[config.mk]
export PLATFORM = sky130hd
export DESIGN_NAME = sobel_edge_3x3
export DESIGN_NICKNAME = d
export VERILOG_FILES = /design/src/rtl/sobel_edge_3x3.sv
export SDC_FILE = /design/constraint.sdc
export NUM_CORES = 1
export LEC_CHECK = 0
export CORE_ASPECT_RATIO = 1.5
export CORE_UTILIZATION = 59
export CTS_CLUSTER_SIZE = 12
export DETAILED_ROUTE_END_ITERATION = 10
export PLACE_DENSITY = 0.87
export SLEW_MARGIN = 20
export SYNTH_ARGS = -nofsm -noshare
export SYNTH_HDL_FRONTEND = slang
export SYNTH_SLANG_ARGS = --single-unit
[constraint.sdc]
create_clock -name clk -period 10.41 [get_ports clk]
set_clock_uncertainty 0.1 [all_clocks]
set_input_delay 2.082 -clock clk [delete_from_list [all_inputs] [get_ports clk]]
set_output_delay 2.082 -clock clk [all_outputs]
set_load 0.03 [all_outputs]
[src/rtl/sobel_edge_3x3.sv]
// Sobel gradient stage: 3x3 window in, saturated 8-bit magnitude and edge flag out.
// Three-stage pipeline; raster counters blank windows touching the frame's top/left border.
module sobel_edge_3x3 #(
    parameter int IMG_WIDTH  = 640,
    parameter int IMG_HEIGHT = 480
) (
    input  logic       clk,
    input  logic       rst_n,
    input  logic       iValid,
    input  logic [7:0] iData_11,
    input  logic [7:0] iData_12,
    input  logic [7:0] iData_13,
    input  logic [7:0] iData_21,
    input  logic [7:0] iData_22,
    input  logic [7:0] iData_23,
    input  logic [7:0] iData_31,
    input  logic [7:0] iData_32,
    input  logic [7:0] iData_33,
    input  logic [7:0] iThreshold,
    output logic       oValid,
    output logic [7:0] oMag,
    output logic       oEdge
);

    localparam int CW = (IMG_WIDTH  > 2) ? $clog2(IMG_WIDTH)  : 2;
    localparam int RW = (IMG_HEIGHT > 2) ? $clog2(IMG_HEIGHT) : 2;
    localparam logic [CW-1:0] COL_LAST = CW'(IMG_WIDTH - 1);
    localparam logic [RW-1:0] ROW_LAST = RW'(IMG_HEIGHT - 1);

    function automatic logic [9:0] wsum(input logic [7:0] a, input logic [7:0] b,
                                        input logic [7:0] c);
        return {2'b00, a} + {1'b0, b, 1'b0} + {2'b00, c};
    endfunction

    function automatic logic [9:0] absdiff(input logic [9:0] p, input logic [9:0] n);
        logic signed [10:0] d;
        d = $signed({1'b0, p}) - $signed({1'b0, n});
        if (d < 0)
            d = -d;
        return d[9:0];
    endfunction

    function automatic logic [7:0] sat8(input logic [10:0] s);
        return (s > 11'd255) ? 8'hFF : s[7:0];
    endfunction

    logic [CW-1:0]      r_col;
    logic [RW-1:0]      r_row;
    logic               w_border_p0;
    logic [2:0]         r_vld;
    logic [9:0]         r_gxp_p1, r_gxn_p1, r_gyp_p1, r_gyn_p1;
    logic               r_border_p1;
    logic [9:0]         r_gx_p2, r_gy_p2;
    logic               r_border_p2;
    logic [10:0]        w_sum_p2;
    logic [7:0]         w_mag_p2;

    // Counters hold the position of the beat currently on the inputs.
    always_ff @(posedge clk or negedge rst_n) begin
        if (!rst_n) begin
            r_col <= '0;
            r_row <= '0;
        end else if (iValid) begin
            if (r_col == COL_LAST) begin
                r_col <= '0;
                r_row <= (r_row == ROW_LAST) ? '0 : r_row + 1'b1;
            end else begin
                r_col <= r_col + 1'b1;
            end
        end
    end

    assign w_border_p0 = (r_col < CW'(2)) || (r_row < RW'(2));

    always_ff @(posedge clk or negedge rst_n) begin
        if (!rst_n)
            r_vld <= '0;
        else
            r_vld <= {r_vld[1:0], iValid};
    end

    assign oValid = r_vld[2];

    // Stage 1: weighted column/row sums
    always_ff @(posedge clk or negedge rst_n) begin
        if (!rst_n) begin
            r_gxp_p1    <= '0;
            r_gxn_p1    <= '0;
            r_gyp_p1    <= '0;
            r_gyn_p1    <= '0;
            r_border_p1 <= 1'b0;
        end else if (iValid) begin
            r_gxp_p1    <= wsum(iData_13, iData_23, iData_33);
            r_gxn_p1    <= wsum(iData_11, iData_21, iData_31);
            r_gyp_p1    <= wsum(iData_31, iData_32, iData_33);
            r_gyn_p1    <= wsum(iData_11, iData_12, iData_13);
            r_border_p1 <= w_border_p0;
        end
    end

    // Stage 2: absolute gradients
    always_ff @(posedge clk or negedge rst_n) begin
        if (!rst_n) begin
            r_gx_p2     <= '0;
            r_gy_p2     <= '0;
            r_border_p2 <= 1'b0;
        end else if (r_vld[0]) begin
            r_gx_p2     <= absdiff(r_gxp_p1, r_gxn_p1);
            r_gy_p2     <= absdiff(r_gyp_p1, r_gyn_p1);
            r_border_p2 <= r_border_p1;
        end
    end

    // Stage 3: magnitude, saturation, blanking and threshold
    assign w_sum_p2 = {1'b0, r_gx_p2} + {1'b0, r_gy_p2};
    assign w_mag_p2 = r_border_p2 ? 8'd0 : sat8(w_sum_p2);

    always_ff @(posedge clk or negedge rst_n) begin
        if (!rst_n) begin
            oMag  <= '0;
            oEdge <= 1'b0;
        end else if (r_vld[1]) begin
            oMag  <= w_mag_p2;
            oEdge <= !r_border_p2 && (w_mag_p2 > iThreshold);
        end
    end

endmodule

==> results of run 1 <==
-- final cells by class --
type / instances / area [sq um] / share of cell area [%]
inverters: 72 / 270 / 3.11
clock buffers: 9 / 225 / 2.59
flip-flops and latches: 93 / 2330 / 26.8
clock inverters: 7 / 121 / 1.40
multi-input cells: 569 / 4700 / 54.1
repair buffers: 86 / 848 / 9.77
well taps: 153 / 191 / 2.20
-- through the flow --
stage                     cell area (sq um)  utilization (%)
after floorplan                        7380                -
after global placement                 8340             69.0
after detailed placement               8340             69.0
after CTS                              8680             71.9
after global routing                   8680             71.9
final                                  8680             71.9
-- metal layers --
| layer | part of all wire [%] | track usage (%) |
|---|---|---|
| met1 | 39 | 31.6 |
| met2 | 53 | 51.4 |
| met3 | 3.9 | 3.95 |
| met4 | 4.5 | 14.1 |
| met5 | 0 | 0 |
-- registers in the layout, summed over array words and instances, names as in the netlist --
signal       flops
oEdge            1
r_gyp_p1        10
r_gxn_p1        10
r_gxp_p1        10
r_border_p1      1
r_gx_p2         10
r_row            9
r_vld            3
r_gyn_p1        10
oMag             8
r_col           10
r_gy_p2         10
r_border_p2      1
-- worst paths after layout --
check / from / cells past startpoint / to / slack (ps)
worst max-delay path: iData_13[1] / 12 / r_gxp_p1[7] / 5410
worst min-delay path: oEdge / 1 / oEdge / 410
worst max register to register: r_gx_p2[0] / 16 / oEdge / 5940
worst min register to register: oEdge / 1 / oEdge / 410
max in group asynchronous: rst_n / 2 / r_vld[0] / 7450
min in group asynchronous: rst_n / 1 / r_gxn_p1[3] / 1520
-- logic make-up after synthesis --
group,after synthesis,synth area share (%)
buf+inv,91,4.85
flops,93,31.5
xor+xnor,59,7.00
mux,38,5.71
fa+ha+maj,113,22.7
simple gates,190,13.2
compound gates,169,15.0
-- report_power, final --
| group | switching, mW | internal, mW | total, mW | leakage [nW] |
|---|---|---|---|---|
| registers | 0.0886 | 0.482 | 0.570 | 1.11 |
| clock network | 0.141 | 0.235 | 0.376 | 0.158 |
| logic | 0.748 | 0.630 | 1.38 | 2.69 |
-- cells in the final DEF, fill, tap and decap left out, types with 3 or more instances in the layout --
cell / instances
and3_1: 8
nand4bb_1: 3
a21oi_1: 39
nor3_1: 9
nand2_1: 45
nor3b_1: 4
clkbuf_16: 9
o21ai_0: 41
nor2_1: 55
o31ai_1: 5
xor2_1: 22
nor2b_1: 8
a21boi_0: 10
xnor2_1: 37
buf_4: 3
nand3b_1: 4
o22ai_1: 5
dfrtp_1: 92
ha_1: 78
nand4_1: 7
nand3_1: 12
clkinvlp_4: 3
or3_1: 3
a21o_1: 23
nand2b_1: 6
mux2i_1: 11
fa_1: 35
o21a_1: 6
mux2_2: 25
nor4_1: 8
clkdlybuf4s50_1: 82
a31oi_1: 14
bufinv_16: 3
and2_1: 3
or2_2: 3
inv_1: 72
-- worst reg2reg max path, stage by stage (launching register included) --
cell	delay [ps]
dfrtp_1	400
ha_1	230
fa_1	410
a21o_1	210
a21oi_2	190
o21bai_1	130
o311a_1	370
mux2_4	350
a21oi_1	210
ha_1	300
nand3_1	130
o22ai_1	100
o21ai_0	170
nand2b_1	80
a2111oi_0	620
nor4_1	90
mux2_2	280
==> flow_summary_export.csv, run 1 <==
group,metric,value,unit
status,status,"completed",
grt,grt_pass1_wl,28600,um
grt,grt_max_degree,74,
clocking,post-cts-setup-buffers,0,
worst_setup_path,cp_slowest_cell,"fa_1",
synthesis,synth_area,0.00738,sq mm
sta,rsz0062_at_grt,"no",
synthesis,syn_inst,753,
drt,num_vias,5887,
die,die-area,0.0130,sq mm
grt,grt.overflow.total,0,
final_layout,syn_to_final_growth,17.6,%
sta,final.setup.tns,0,ps
worst_setup_path,crit_buf_inv,2,
worst_setup_path,worstPathCellList,"clkdlybuf4s50_1 -> fa_1 -> ha_1 -> inv_1 -> fa_1 -> nor2b_1 -> o21ai_0 -> a21boi_0 -> o21ai_0 -> a21boi_0 -> nor2_1 -> mux2_2",
drt,wirelength,17200,um
power,irDropWorstVdd,126,uV
worst_setup_path,critPathLaunchType,"input port",
final_layout,nFillCells,828,
synthesis,yosysUniqueCellTypes,66,
power,total_power,2.32,mW
placement,hpwl,13500,um
clocking,cts-hold-fix-buffers,0,
synthesis,yosys.area.top_type,"dfrtp_1",
power,power_leakage,3.96,nW
die,core_area,0.0121,sq mm
sta,drv_slew,0,
clocking,cts.sinks,93,
sta,slew_headroom,40.2,%
drt,firstDrtPassIters,7,
power,power.density,268,mW/mm^2
clocking,tritoncts,"yes",
synthesis,synth_most_common_cell,"dfrtp_1",
final_layout,drive_above_1_share,7.42,%
worst_setup_path,crit_path_max_fanout,2,
synthesis,ys_seq_elements,93,
synthesis,yosys-top-cells-count,"dfrtp_1 (93), ha_1 (78), inv_1 (72)",
worst_setup_path,endpoint_kind,"register",
clocking,path_clk_slew,70,ps
drt,drt-vias-per-instance,5.95,
drt,wl_per_cell,17.4,um
synthesis,ys_async_sr_fraction,100,%
synthesis,syn-num-nets,949,
worst_setup_path,crit_arrival,5140,ps
placement,place_ws,5080,ps
placement,io_buffer_count,84,
clocking,worstSkewPairLatency,340,ps
clocking,cts.path.max_buffers,2,
die,std_cell_rows,49,
synthesis,yosysSeqAreaShare,31.5,%
run,maxCapViolations,0,
synthesis,postSynth.topFlopCell,"dfrtp_1",
drt,drc,0,
worst_setup_path,path_class,"input port to register",
sta,layout_min_cycle_time,5000,ps
die,initial_core_util,61.1,%
sta,worst_slack,5410,ps
drt,drtAntennaViolNets,0,
sta,setup_viol,0,
final_layout,fin_nets,1027,
sta,hold_viol,0,
worst_setup_path,critPathTopFamily,"adder cells",
worst_setup_path,crit_path_max_incr_delay,580,ps
die,ios,93,
synthesis,avgSynthCellArea,9.81,sq um
worst_hold_path,min_path_type,"register to register",
grt,grt_pass1_vias,6104,
die,die_h,139,um
placement,gp_congestion,0.951,
synthesis,synthTopCellsByArea,"dfrtp_1 (32%), ha_1 (13%), fa_1 (9.5%)",
placement,dp.cells,973,
clocking,cts_buffers,9,
drt,dr.first_iter.drc_count,392,
sta,period_share,48.1,%
worst_setup_path,required,10540,ps
synthesis,synth_edf_count,0,
final_layout,fin_cells,989,
clocking,root_buffer,"clkbuf_16",
die,die_x,93.3,um
synthesis,synth_top_area_share,31.5,%
clocking,cts_htree_levels,3,
sta,holdWs,407,ps
synthesis,yosys_warnings,0,
grt,grt_usage,28.3,%
final_layout,n_antenna_cell,0,
sta,max_freq,200,MHz
clocking,cts_resized,0,
sta,worst_slew_pin_slew,897,ps
grt,antenna_found_initial,0,
No activity file was read; power rests on OpenSTA's default activity.
==> inputs of run 2 (changes only) <==
Settings changed: CORE_UTILIZATION 59 to 52, PLACE_DENSITY 0.87 to 0.82.
Clock period 10.41 ns to 4.6 ns, I/O delays scaled along.
==> flow_summary_export.csv, run 2 (synthesis results as in run 1) <==
group,metric,value,unit
status,status,"completed",
drt,wl_per_cell,15.0,um
grt,grt_pass1_vias,5720,
final_layout,n_antenna_cell,0,
final_layout,layout_commonest_cell,"dfrtp_1",
clocking,cts.sinks,93,
worst_setup_path,crit_path_max_fanout,5,
clocking,worstSkewPairLatency,350,ps
sta,setup_viol,0,
power,power.density,583,mW/mm^2
worst_setup_path,endpoint_kind,"register",
grt,grt_max_degree,65,
clocking,cts_htree_levels,3,
drt,wirelength,15000,um
die,std_cell_rows,53,
drt,dr.first_iter.drc_count,207,
worst_setup_path,crit_arrival,4270,ps
final_layout,nFillCells,1133,
grt,grt_usage,22.5,%
sta,final.setup.tns,0,ps
drt,drt-vias-per-instance,5.60,
die,die_x,99.3,um
clocking,post-cts-setup-buffers,0,
clocking,cts_buffers,9,
die,ios,93,
sta,period_share,89.8,%
die,die-area,0.0147,sq mm
power,power_leakage,3.95,nW
drt,firstDrtPassIters,4,
grt,grt.overflow.total,0,
sta,hold_viol,0,
final_layout,regArea,0.00233,sq mm
worst_hold_path,min_path_type,"register to register",
sta,max_freq,242,MHz
sta,slew_headroom,44.4,%
sta,rsz0062_at_grt,"no",
placement,io_buffer_count,84,
clocking,cts-hold-fix-buffers,0,
sta,holdWs,402,ps
worst_setup_path,critPathLaunchType,"register",
placement,gp_congestion,0.842,
final_layout,drive_above_1_share,7.41,%
sta,layout_min_cycle_time,4130,ps
drt,num_vias,5615,
sta,worst_slew_pin_slew,827,ps
sta,drv_slew,0,
power,irDropWorstVdd,233,uV
grt,grt_pass1_wl,26000,um
final_layout,final_cell_mix,"dfrtp_1 (92), clkdlybuf4s50_1 (82), ha_1 (78)",
placement,hpwl,12000,um
run,maxCapViolations,0,
worst_setup_path,path_class,"register to register",
worst_setup_path,required,4740,ps
final_layout,fin_nets,1028,
final_layout,multi_input_area,0.00470,sq mm
die,die_h,148,um
clocking,root_buffer,"clkbuf_16",
grt,antenna_found_initial,0,
die,initial_core_util,53.0,%
clocking,tritoncts,"yes",
clocking,path_clk_slew,70,ps
die,core_area,0.0139,sq mm
final_layout,syn_to_final_growth,17.4,%
drt,drc,0,
drt,drtAntennaViolNets,0,
clocking,cts.path.max_buffers,2,
clocking,cts_resized,0,
-- run 2: worst paths after layout --
check | startpoint | endpoint | slack, ps | cells after the start
min | r_gyp_p1[8] | r_gyp_p1[8] | 400 | 2
min reg2reg | r_gyp_p1[8] | r_gyp_p1[8] | 400 | 2
max reg2reg | r_gx_p2[0] | oEdge | 470 | 16
max | r_gx_p2[0] | oEdge | 470 | 16
min in group asynchronous | rst_n | r_row[6] | 550 | 1
max in group asynchronous | rst_n | r_gyn_p1[0] | 2940 | 2
-- run 2: layout make-up --
cell class | instances | share of cell area (%)
sequential | 93 | 26.9
clock buffer | 12 | 2.96
multi-input combinational | 569 | 54.2
tap | 165 | 2.38
timing repair buffer | 87 | 9.87
inverter | 72 | 3.12
clock inverter | 4 | 0.635
-- run 2: critical path, cell delays in order, from the launching register on --
cell       delay, ps
dfrtp_1          390
ha_1             240
fa_1             420
a21o_1           210
a21oi_2          170
o21bai_1         110
o311a_1          340
mux2_4           340
a21oi_1          240
ha_1             300
nand3_1          110
o22ai_1           80
o21ai_0          140
nand2b_1          80
a2111oi_0        390
nor4_1           110
mux2_2           280
-- run 2: metal layers --
metal  GRT usage, %  wire [um]  vias to the layer above
met5              0          0                        -
met4           11.3        579                        0
met3           3.07        427                       38
met2           40.8       7870                      127
met1           25.7       6170                     2653
li1               -          -                     2797
-- run 2: per-stage QoR --
stage / utilization (%) / area [sq um] / total power, mW / cells / setup WS, ps
detailed placement: 60.0 / 8360 / 4.27 / 986 / 434
finish: 62.3 / 8670 / 5.06 / 1002 / 470
global placement: 60.0 / 8360 / 4.19 / 986 / 521
CTS: 62.3 / 8670 / 5.09 / 1002 / 426
floorplan: - / 7380 / 3.62 / 753 / 828
global route: 62.3 / 8670 / 5.49 / 1002 / 176
-- run 2: power by group --
part | total [mW] | internal, mW | switching (mW)
logic | 3.01 | 1.42 | 1.59
registers | 1.27 | 1.09 | 0.184
clock network | 0.771 | 0.454 | 0.317
total | 5.06 | 2.97 | 2.09
